`config.mk`:
```
export PLATFORM = sky130hd
export DESIGN_NAME = adc_spi_responder
export DESIGN_NICKNAME = d
export VERILOG_FILES = /design/src/rtl/adc_spi_responder.sv
export SDC_FILE = /design/constraint.sdc
export NUM_CORES = 1
export LEC_CHECK = 0
export BUFFER_PORTS_ARGS = -buffer_cell sky130_fd_sc_hd__buf_2
export CAP_MARGIN = 20
export CORE_MARGIN = 3
export CORE_UTILIZATION = 43
export DETAILED_ROUTE_END_ITERATION = 10
export MAX_ROUTING_LAYER = met4
export PLACE_DENSITY = 0.75
export RECOVER_POWER = 50
export SETUP_SLACK_MARGIN = 0.2
export SLEW_MARGIN = 20
export SYNTH_ARGS = -nofsm -noshare
export SYNTH_HDL_FRONTEND = slang
export SYNTH_SLANG_ARGS = --single-unit
```
`constraint.sdc`:
```
create_clock -name iCLK -period 2.8 [get_ports iCLK]
set_clock_uncertainty 0.05 [all_clocks]
set_input_delay 0.14 -clock iCLK [delete_from_list [all_inputs] [get_ports iCLK]]
set_output_delay 0.14 -clock iCLK [all_outputs]
set_load 0.03 [all_outputs]
```
`src/rtl/adc_spi_responder.sv`:
```
// LTC2308-style serial ADC responder: oversampled link, 6-bit config in, 12-bit sample out.
// Optional ADC_RESP_BIPOLAR_EN: UNI=0 in the accepted config sends the next sample MSB-inverted.
module adc_spi_responder #(
  parameter int NBITS       = 12,
  parameter int CFG_BITS    = 6,
  parameter int SYNC_STAGES = 2
) (
  input  logic                  iCLK,
  input  logic                  Reset,
  input  logic                  ADC_CS_N,
  input  logic                  ADC_SCLK,
  input  logic                  ADC_DIN,
  output logic                  ADC_DOUT,
  input  logic [8*NBITS-1:0]    iSamples,
  output logic [CFG_BITS-1:0]   oConfig,
  output logic                  oConfigValid,
  output logic                  oFrameError,
  output logic                  oBusy
);

  localparam int CW = $clog2(NBITS + 2);
  localparam logic [CW-1:0] CNT_MAX = CW'(NBITS + 1);

  typedef enum logic {IDLE, SHIFT} state_t;

  state_t                   state_q;
  logic [SYNC_STAGES-1:0]   cs_sync_q, sck_sync_q, din_sync_q;
  logic                     cs_dly_q, sck_dly_q;
  logic [NBITS-1:0]         tx_q;
  logic [CFG_BITS-1:0]      rx_q, rx_d, cfg_q;
  logic [CW-1:0]            cnt_q, cnt_d;
  logic [2:0]               chan_q;
  logic                     dout_q, cfg_vld_q, frm_err_q, busy_q;
`ifdef ADC_RESP_BIPOLAR_EN
  logic                     bip_q;
`endif

  logic cs_s, sck_s, din_s;
  logic cs_fall, cs_rise, sck_rise, sck_fall;
  logic [NBITS-1:0] sample_sel, load_word;

  assign cs_s     = cs_sync_q[SYNC_STAGES-1];
  assign sck_s    = sck_sync_q[SYNC_STAGES-1];
  assign din_s    = din_sync_q[SYNC_STAGES-1];
  assign cs_fall  = cs_dly_q & ~cs_s;
  assign cs_rise  = ~cs_dly_q & cs_s;
  assign sck_rise = ~sck_dly_q & sck_s;
  assign sck_fall = sck_dly_q & ~sck_s;

  assign sample_sel = iSamples[int'(chan_q)*NBITS +: NBITS];
`ifdef ADC_RESP_BIPOLAR_EN
  assign load_word = sample_sel ^ {bip_q, {(NBITS-1){1'b0}}};
`else
  assign load_word = sample_sel;
`endif

  // Rise-updated counter/config, shared so a rise coinciding with csRise is counted before the close.
  assign cnt_d = (sck_rise && cnt_q != CNT_MAX) ? cnt_q + 1'b1 : cnt_q;
  assign rx_d  = (sck_rise && cnt_q < CW'(CFG_BITS)) ? {rx_q[CFG_BITS-2:0], din_s} : rx_q;

  // CS sync resets low so a release with CS_N already low never looks like a csFall.
  always_ff @(posedge iCLK or negedge Reset) begin
    if (!Reset) begin
      cs_sync_q  <= '0;
      sck_sync_q <= '0;
      din_sync_q <= '0;
      cs_dly_q   <= 1'b0;
      sck_dly_q  <= 1'b0;
    end else begin
      cs_sync_q  <= {cs_sync_q[SYNC_STAGES-2:0], ADC_CS_N};
      sck_sync_q <= {sck_sync_q[SYNC_STAGES-2:0], ADC_SCLK};
      din_sync_q <= {din_sync_q[SYNC_STAGES-2:0], ADC_DIN};
      cs_dly_q   <= cs_s;
      sck_dly_q  <= sck_s;
    end
  end

  always_ff @(posedge iCLK or negedge Reset) begin
    if (!Reset) begin
      state_q   <= IDLE;
      tx_q      <= '0;
      rx_q      <= '0;
      cnt_q     <= '0;
      chan_q    <= '0;
      cfg_q     <= {1'b1, {(CFG_BITS-1){1'b0}}};
      dout_q    <= 1'b0;
      cfg_vld_q <= 1'b0;
      frm_err_q <= 1'b0;
      busy_q    <= 1'b0;
`ifdef ADC_RESP_BIPOLAR_EN
      bip_q     <= 1'b0;
`endif
    end else begin
      cfg_vld_q <= 1'b0;
      frm_err_q <= 1'b0;
      case (state_q)
        IDLE: begin
          if (cs_fall) begin
            state_q <= SHIFT;
            tx_q    <= load_word;
            dout_q  <= load_word[NBITS-1];
            cnt_q   <= '0;
            rx_q    <= '0;
            busy_q  <= 1'b1;
          end
        end
        SHIFT: begin
          if (cs_rise) begin
            state_q <= IDLE;
            busy_q  <= 1'b0;
            dout_q  <= 1'b0;
            cnt_q   <= cnt_d;
            rx_q    <= rx_d;
            if (cnt_d >= CW'(CFG_BITS)) begin
              cfg_q     <= rx_d;
              cfg_vld_q <= 1'b1;
              chan_q    <= {rx_d[CFG_BITS-3], rx_d[CFG_BITS-4], rx_d[CFG_BITS-2]};
`ifdef ADC_RESP_BIPOLAR_EN
              bip_q     <= ~rx_d[CFG_BITS-5];
`endif
            end else begin
              frm_err_q <= 1'b1;
            end
          end else if (sck_rise) begin
            cnt_q <= cnt_d;
            rx_q  <= rx_d;
          end else if (sck_fall) begin
            if (cnt_q < CW'(NBITS)) begin
              tx_q   <= {tx_q[NBITS-2:0], 1'b0};
              dout_q <= tx_q[NBITS-2];
            end else begin
              dout_q <= 1'b0;
            end
          end
        end
        default: state_q <= IDLE;
      endcase
    end
  end

  assign ADC_DOUT     = dout_q;
  assign oConfig      = cfg_q;
  assign oConfigValid = cfg_vld_q;
  assign oFrameError  = frm_err_q;
  assign oBusy        = busy_q;

endmodule

```
### After elaboration in Yosys (flattened, before gate mapping)

Index checks and enable logic that the tools add are counted.

| word-level totals | value |
|---|---|
| output and inout port bits | 10 |
| word-level logic and storage cells | 81 |
| input bits | 101 |
| flip-flop bits (word level) | 43 |

| operators by class | value |
|---|---|
| multiply operators | 1 |
| magnitude comparators | 3 |
| $add $sub $neg | 1 |
| eq/ne operators | 10 |
| multiplexer cells | 34 |
| reductions and logical operators | 7 |
| shifts and indexed selects | 1 |
| bitwise logic cells | 9 |

Operator list:

| kind | number |
|---|---|
| $shiftx A96 B8 Y12 | 1 |
| $mux W11 | 5 |
| $mux W6 | 4 |
| $pmux W11 S2 | 1 |
| $mux W4 | 4 |
| $mux W1 | 15 |
| $pmux W6 S2 | 1 |
| $pmux W4 S2 | 1 |
| $ne A2 B1 Y1 const B | 3 |
| $ne A2 B2 Y1 const B | 3 |
| $ne A3 B1 Y1 const B | 2 |
| $pmux W1 S2 | 3 |
| $reduce_and A3 Y1 | 2 |
| $mul A3 B2 Y5 const B | 1 |
| $not A1 Y1 | 5 |
| $reduce_and A5 Y1 | 1 |
| $add A4 B1 Y4 const B | 1 |
| $and A1 B1 Y1 | 4 |
| $ge A4 B3 Y1 const B | 1 |
| $lt A4 B3 Y1 const B | 1 |
| $lt A4 B4 Y1 const B | 1 |
| $ne A4 B4 Y1 const B | 1 |
| $reduce_and A2 Y1 | 2 |
| $ne A3 B3 Y1 const B | 1 |
| $logic_and A1 B1 Y1 | 2 |

### Longest topological paths before layout

Gate-level depths: netlist (run 1).

| depth | value |
|---|---|
| word-level depth | 8 |
| gate-level depth with buffers | 8 |
| mapped depth without buffers | 7 |

### Worst setup path before layout (run 1)

OpenSTA, ideal clock, no wires.

| timing | value |
|---|---|
| path type | register -> register |
| start | register cnt_q[0] |
| end | register cfg_q[0] (netlist: oConfig[0]) |
| path buffers | 0 |
| data required time | 2,625 ps |
| stages on the path, launching flop included | 7 |
| path slack | 762 ps |
| library setup time | 125 ps |
| arrival | 1,863 ps |
| period minus slack after synthesis | 2,038 ps |
| cells stage by stage | dfrtp_1 -> ha_1 -> and3b_2 -> mux2i_1 -> a221o_1 -> a21oi_4 -> mux2_2 |

| on the way | value |
|---|---|
| longest elaborated chain between the ends | 5 |
| elaborated cells between the ends (all ways) | 9 |
| those cells by class | add/sub: 1; order compare: 2; eq/ne: 1; mux: 2; reduce/logical: 3 |

Ends and longest elaborated chain:

| element | line | text |
|---|---|---|
| from (decl) | 31 | `logic [CW-1:0] cnt_q, cnt_d;` |
| from (signal assigned) | 112 | `cnt_q <= cnt_d;` |
| from (signal assigned) | 125 | `cnt_q <= cnt_d;` |
| branches (longest 5 deep; another with $add A4 B1 Y4) | -- |  |
| to (signal assigned) | 85 | `cfg_q <= {1'b1, {(CFG_BITS-1){1'b0}}};` |
| to (signal assigned) | 115 | `cfg_q <= rx_d;` |
| to (decl) | 30 | `logic [CFG_BITS-1:0] rx_q, rx_d, cfg_q;` |

Parallel ways; which one is timed is not known.
A chain may end at the register's enable or synchronous reset.

### Final worst setup path (run 1)

| timing | value |
|---|---|
| start | register cnt_q[1] |
| end | register cfg_q[1] (netlist: oConfig[1]) |

Same word-level chain as after synthesis.

==> impl_summary.log, run 1 <==
INFO  metric final_min_period_over_clock_period = 79.2%
INFO  metric detail_route.vias_per_cell = 5.40
INFO  metric global_route.usage.total = 19.5%
INFO  metric crit_slowest_cell = sky130_fd_sc_hd__dfrtp_1
INFO  metric yosysTopAreaCellShare = 39.0%
INFO  metric critPathMaxStageDelay = 460 ps
INFO  metric final_net_count = 419
INFO  metric crit_path_end_kind = register
INFO  metric drtPass1Iterations = 4
INFO  metric count_of_port_buffers_added_during_placement = 110
INFO  metric report.final.setup_viol = 0
INFO  metric synth_edf_count = 0
INFO  metric clock_tree.htree_level_count = 2
INFO  metric setup_total_negative_slack = 0 ps
INFO  metric synthesis.instances = 210
INFO  metric cts_buffer_depth = 2
INFO  metric avgSynthCellArea = 11.9 µm²
INFO  metric grt_setup_unrepaired = no
INFO  metric place_congestion = 0.773
INFO  metric crit_path_cell_trace = inv_1 -> ha_1 -> nor2b_1 -> mux2i_1 -> a221o_1 -> a21oi_4 -> mux2_2
INFO  metric synthesis.area = 0.00250 mm²
INFO  metric holdWs = 302 ps
INFO  metric clk_pin_slew = 70 ps
INFO  metric worst_ep_arrival_time = 2350 ps
INFO  metric run_status = complete, no violations
INFO  metric slew_viol_final = 0
INFO  metric design.core.area = 0.00557 mm²
INFO  metric cts_num_sinks = 40
INFO  metric ctsRootBufferMaster = sky130_fd_sc_hd__clkbuf_8
INFO  metric wire_per_inst = 15.7 µm
INFO  metric placedInstanceArea = 0.00308 mm²
INFO  metric number_of_top_level_pins = 111
INFO  metric reg2reg_slack = 580 ps
INFO  metric final_critical_path_setup_slack = 583 ps
INFO  metric max_slew_margin = 42.5%
INFO  metric max_clock_freq = 0.451 GHz
INFO  metric design_area = 0.00321 mm²
INFO  metric number_of_synthesized_register_bits = 40
INFO  metric drcViolationCount = 0
INFO  metric pin_count_of_the_biggest_net_entering_global_routing = 41
INFO  metric syn2layout_area_growth = 28.6%
INFO  metric hpwlAfterDp = 4.92 mm
INFO  metric yosysUniqueCellTypes = 42
INFO  metric dpl.cell_count = 377
INFO  metric holdPathStages = 0
INFO  metric routed_vias = 2,099
INFO  metric cap_viol_max_count = 0
INFO  metric tritoncts_clock_tree = yes
INFO  metric overflow = 0
INFO  metric worstSkewPairLatency = 290 ps
INFO  metric share_of_async_settable_or_async_resettable_flops_after_synthesis = 100%
INFO  metric finalHoldViolCount = 0
INFO  metric post-cts-setup-buffers = 0
INFO  metric crit_path_start_kind = register
INFO  metric crit_type = reg -> reg
INFO  metric insertedDiodeCount = 0
INFO  metric peakVddDrop = 0.000193 V
INFO  metric synth_fp_nets = 313
INFO  metric power-per-cell-area = 437 mW/mm²
INFO  metric detail_route.wirelength = 6.09 mm
INFO  metric totalPowerFinal = 1.41 mW
INFO  metric synth_ff_type = sky130_fd_sc_hd__dfrtp_1
INFO  metric post_synth_main_area_contributors = sky130_fd_sc_hd__dfrtp_1 39%, sky130_fd_sc_hd__mux4_2 22%, sky130_fd_sc_hd__mux2_2 5.4%
INFO  metric first_global_vias = 2,044
INFO  metric post-place-ws = 592 ps
INFO  metric worst_hold_path_type = reg -> reg
INFO  metric final_period_minus_worst_setup_slack = 2220 ps
INFO  metric final_cells = 389
INFO  metric layout.core_utilization = 57.7%
INFO  metric detail-route-antenna-nets = 0
INFO  metric timing_worst_slew_pin_value = 863 ps
INFO  metric yosysWarnings = 0
INFO  metric placement_rows = 27
INFO  metric drive_above_1_share = 48.9%
INFO  metric first_pass_grt_wire_length = 9.63 mm
INFO  metric crit_required = 2930 ps
INFO  metric power.leakage = 1.42 nW
INFO  metric die_extent_in_x = 82.2 µm
INFO  metric synth_sequential_area_ratio = 40.1%
INFO  metric r2r_cells = 7
INFO  metric dieArea = 0.00676 mm²
INFO  metric worstPathMaxFanout = 8
INFO  metric drt_iter0_drc = 110
INFO  metric initial_antenna_violation_count = 0
INFO  metric synth_area_leader = sky130_fd_sc_hd__dfrtp_1
INFO  metric numCtsBuffers = 5
INFO  metric initial_utilization = 44.8%
INFO  metric dieHeight = 82.2 µm
-- per-layer routing --
| metal | up-vias | routed length [µm] | part of all wire, % | global-route usage [%] |
|---|---|---|---|---|
| met5 | - | 0 | 0 | - |
| met1 | 1016 | 2510 | 41 | 25.4 |
| met3 | 7 | 323 | 5.3 | 3.69 |
| met4 | 0 | 85 | 1.4 | 5.98 |
| li1 | 1005 | - | - | - |
| met2 | 71 | 3170 | 52 | 31.1 |
-- path summary, 6_finish.rpt --
path | startpoint | to
min in group asynchronous | Reset | sck_sync_q[1]
worst min-delay path | cs_sync_q[0] | cs_sync_q[1]
max in group asynchronous | Reset | tx_q[10]
worst min register to register | cs_sync_q[0] | cs_sync_q[1]
worst max register to register | cnt_q[1] | oConfig[1]
worst max-delay path | cnt_q[1] | oConfig[1]
-- layout make-up --
type	instances	area (µm²)
fill	486	2360
multi-input combinational	148	1400
sequential	40	1000
timing repair buffer	117	604
tap	72	90.1
clock buffer	6	72.6
clock inverter	2	35.0
inverter	4	15.0
-- synthesized netlist by cell type (all sizes together), types with 2 or more instances --
master	instances
a31oi	2
nand3b	9
mux2i	13
nor2	11
mux4	24
a21o	2
clkbuf	7
and2	2
o41ai	2
inv	4
a21oi	15
nor2b	2
dfrtp	39
mux2	12
ha	2
buf	11
o21ai	18
nand2b	2
nand2	16
nand3	2
-- power breakdown --
| part | internal (mW) | total (mW) | switching [mW] | leakage (nW) |
|---|---|---|---|---|
| clock | 0.264 | 0.458 | 0.194 | 0.0552 |
| combinational | 0.139 | 0.267 | 0.128 | 0.860 |
| sequential | 0.641 | 0.681 | 0.0399 | 0.505 |
| total | 1.04 | 1.41 | 0.362 | 1.42 |
-- worst max-delay path: cells and delay by family (launching register included) --
family / cells / cell delay, ps
multiplexers: 2 / 450
buffers and inverters: 1 / 80
AND/OR/NAND/NOR: 1 / 120
flip-flops: 1 / 460
AO/OA/AOI/OAI: 2 / 640
adder cells (fa/ha/maj): 1 / 310
-- what timing repair did --
| item | CTS | global route |
|---|---|---|
| resized for setup | 0 | 0 |
| endpoints found under the hold margin | 42 | 0 |
| hold buffers | 4 | 0 |
| setup endpoints to repair | 0 | 0 |
-- sequential cells by signal, indices dropped and copies added, names as in the netlist, 2 cells and up --
name,flops
oConfig,6
rx_q,6
din_sync_q,2
cnt_q,4
cs_sync_q,2
sck_sync_q,2
tx_q,11
-- logic make-up after synthesis --
logic type | share of synthesized area [%]
simple gates | 10.4
buf+inv | 4.10
flops | 40.1
mux | 32.2
xor+xnor | 0.350
fa+ha+maj | 1.00
compound gates | 11.8
-- cell usage in the layout, fill, tap and decap left out, drive strengths merged, types with 2 or more instances in the layout --
| master | synthesis | routed |
|---|---|---|
| inv | 4 | 4 |
| dfrtp | 39 | 39 |
| and2 | 2 | 2 |
| mux2 | 12 | 12 |
| dlygate4sd3 | 0 | 4 |
| a21o | 2 | 2 |
| nand2b | 2 | 2 |
| clkbuf | 7 | 13 |
| o41ai | 2 | 2 |
| nor2b | 2 | 2 |
| buf | 11 | 106 |
| nor2 | 11 | 11 |
| a31oi | 2 | 2 |
| mux4 | 24 | 24 |
| nand3 | 2 | 2 |
| ha | 2 | 2 |
| mux2i | 13 | 13 |
| nand3b | 9 | 9 |
| a21oi | 15 | 15 |
| o21ai | 18 | 18 |
| nand2 | 16 | 16 |
Note: power is estimated with default switching activity, not from simulation.
==> run 2, diff against run 1 <==
--- a/config.mk
+++ b/config.mk
@@ -11,7 +11,7 @@
 export CORE_UTILIZATION = 43
 export DETAILED_ROUTE_END_ITERATION = 10
 export MAX_ROUTING_LAYER = met4
-export PLACE_DENSITY = 0.75
+export PLACE_DENSITY = 0.78
 export RECOVER_POWER = 50
 export SETUP_SLACK_MARGIN = 0.2
 export SLEW_MARGIN = 20
==> constraint.sdc (replaced) <==
create_clock -name iCLK -period 2 [get_ports iCLK]
set_clock_uncertainty 0.05 [all_clocks]
set_input_delay 0.1 -clock iCLK [delete_from_list [all_inputs] [get_ports iCLK]]
set_output_delay 0.1 -clock iCLK [all_outputs]
set_load 0.03 [all_outputs]
==> run 2 against run 1 <==
Compared with the run above:
- utilization up 2.8 points
- design area grew 4.9%
- combinational power rose by 55%
- highest routed layer unchanged
- the flow now finishes with violations (setup timing)
- count of clock-buffer cells in the layout is the same
- routed wire length up 5.7%
- clock power grew 21%
- total power is 36% higher
- global-route usage grew 0.73 points
- hold slack got worse by 26 ps
- flip-flop and latch count did not move
==> impl_summary.log, run 2 (synthesized netlist as in run 1, its figures left out) <==
INFO  metric finalHoldViolCount = 0
INFO  metric pin_count_of_the_biggest_net_entering_global_routing = 41
INFO  metric slew_viol_final = 0
INFO  metric wire_per_inst = 16.1 µm
INFO  metric r2r_cells = 7
INFO  metric detail_route.wirelength = 6.44 mm
INFO  metric clock_power_share = 29.0%
INFO  metric place_congestion = 0.772
INFO  metric cts_buffer_depth = 2
INFO  metric grt_setup_unrepaired = yes
INFO  metric largest_register_ff_count = 11
INFO  metric worstSkewPairLatency = 290 ps
INFO  metric global_route.usage.total = 20.2%
INFO  metric crit_required = 2130 ps
INFO  metric origin_of_the_critical_flop_to_flop_path = cnt_q[0]
INFO  metric final_min_period_over_clock_period = 103%
INFO  metric initial_antenna_violation_count = 0
INFO  metric design.core.area = 0.00557 mm²
INFO  metric insertedDiodeCount = 0
INFO  metric run_status = finished, violations left
INFO  metric post-place-ws = -135 ps
INFO  metric drtPass1Iterations = 4
INFO  metric power_spent_charging_and_discharging_nets = 0.524 mW
INFO  metric power_frac_comb = 21.6%
INFO  metric min-delay-start = iSamples[55]
INFO  metric tritoncts_clock_tree = yes
INFO  metric numCtsBuffers = 5
INFO  metric dpl.cell_count = 384
INFO  metric final_net_count = 430
INFO  metric drcViolationCount = 0
INFO  metric first_pass_grt_wire_length = 10.0 mm
INFO  metric worstPathMaxFanout = 7
INFO  metric reg2reg_slack = -70 ps
INFO  metric cap_viol_max_count = 0
INFO  metric die_extent_in_x = 82.2 µm
INFO  metric timing_worst_slew_pin_value = 981 ps
INFO  metric share_seq_of_total_power = 49.4%
INFO  metric detail_route.vias_per_cell = 5.37
INFO  metric ctsRootBufferMaster = sky130_fd_sc_hd__clkbuf_8
INFO  metric clk_pin_slew = 80 ps
INFO  metric holdPathStages = 4
INFO  metric holdWs = 276 ps
INFO  metric cts_num_sinks = 40
INFO  metric final_period_minus_worst_setup_slack = 2070 ps
INFO  metric drive_above_1_share = 53.4%
INFO  metric report.final.setup_viol = 6
INFO  metric hpwlAfterDp = 4.95 mm
INFO  metric peakVddDrop = 0.000368 V
INFO  metric final_critical_path_setup_slack = -67.5 ps
INFO  metric power-per-cell-area = 567 mW/mm²
INFO  metric power.leakage = 1.48 nW
INFO  metric clock_tree.htree_level_count = 2
INFO  metric max_slew_margin = 34.6%
INFO  metric crit_path_end_kind = register
INFO  metric drt_iter0_drc = 117
INFO  metric final_cells = 400
INFO  metric first_global_vias = 2,117
INFO  metric worstHoldEndpoint = tx_q[7]
INFO  metric violations = setup timing
INFO  metric count_of_port_buffers_added_during_placement = 110
INFO  metric crit_path_start_kind = register
INFO  metric overflow = 0
INFO  metric most_used_cells_in_the_layout_excluding_fill_and_tap_cells = 101 x sky130_fd_sc_hd__buf_2, 37 x sky130_fd_sc_hd__dfrtp_1, 24 x sky130_fd_sc_hd__mux4_2, 16 x sky130_fd_sc_hd__nand2_1, 16 x sky130_fd_sc_hd__o21ai_0
INFO  metric number_of_top_level_pins = 111
INFO  metric dieHeight = 82.2 µm
INFO  metric placedInstanceArea = 0.00315 mm²
INFO  metric initial_utilization = 44.8%
INFO  metric detail-route-antenna-nets = 0
INFO  metric syn2layout_area_growth = 34.8%
INFO  metric internal_power = 1.39 mW
INFO  metric switching_share = 27.4%
INFO  metric routed_vias = 2,148
INFO  metric worst_ep_arrival_time = 2200 ps
INFO  metric max_clock_freq = 0.484 GHz
INFO  metric dieArea = 0.00676 mm²
INFO  metric layout.core_utilization = 60.5%
INFO  metric placement_rows = 27
INFO  metric commonest_non_fill_non_tap_cell_in_the_layout = sky130_fd_sc_hd__buf_2
INFO  metric rr_endpoint = oConfig[2]
INFO  metric max_flop_register = tx_q
INFO  metric worst_hold_path_type = in -> reg
INFO  metric crit_type = reg -> reg
INFO  metric design_area = 0.00337 mm²
## run 2: worst max path at each step
stage	from	endpoint
after floorplan	cnt_q[0]	oConfig[0]
after global placement	cnt_q[0]	oConfig[3]
after detailed placement	cnt_q[0]	oConfig[2]
after CTS	cnt_q[0]	oConfig[1]
after global routing	cnt_q[0]	oConfig[4]
final	cnt_q[0]	oConfig[2]
## run 2: worst max-delay path, stage by stage (launching register included)
cell and delay [ps]:
sky130_fd_sc_hd__dfrtp_1 430, sky130_fd_sc_hd__ha_2 180, sky130_fd_sc_hd__and3b_2 200, sky130_fd_sc_hd__mux2i_1 120, sky130_fd_sc_hd__a221o_1 350, sky130_fd_sc_hd__a21oi_4 170, sky130_fd_sc_hd__buf_12 150, sky130_fd_sc_hd__mux2_4 300
## run 2: cell type report
class                      instances  area [µm²]
clock buffer                       6        82.6
clock inverter                     2        10.0
fill                             504        2200
inverter                           4        17.5
multi-input combinational        148        1440
sequential                        40        1000
tap                               72        90.1
timing repair buffer             128         723
## run 2: repair_timing
item | CTS | global route
setup buffers | 2 | 2
endpoints found under the hold margin | 42 | 0
cloned | 0 | 0
endpoints found under the setup margin | 11 | 23
pin swaps | 5 | 3
gates resized for setup | 6 | 12
hold buffers | 4 | 0
## run 2: metal layers
metal | GRT usage (%) | share of wire (%) | up-vias
li1 | - | - | 1027
met1 | 26.2 | 42 | 1027
met2 | 32.1 | 50 | 84
met3 | 4.01 | 5.8 | 10
met4 | 6.31 | 2.3 | 0
met5 | - | 0 | -
## run 2: per-stage QoR
step	power, mW	TNS [ps]
floorplan	1.18	-47.9
global placement	1.34	-200
detailed placement	1.35	-682
CTS	1.93	-600
global route	2.03	-734
finish	1.91	-386
## run 2: power by group through the flow
stage / combinational [mW] / clock, mW / sequential, mW
2_1_floorplan: 0.210 / 0 / 0.967
3_3_place_gp: 0.390 / 0 / 0.951
3_5_place_dp: 0.398 / 0 / 0.955
4_1_cts: 0.410 / 0.576 / 0.940
5_1_grt: 0.465 / 0.607 / 0.956
6_report: 0.413 / 0.555 / 0.944
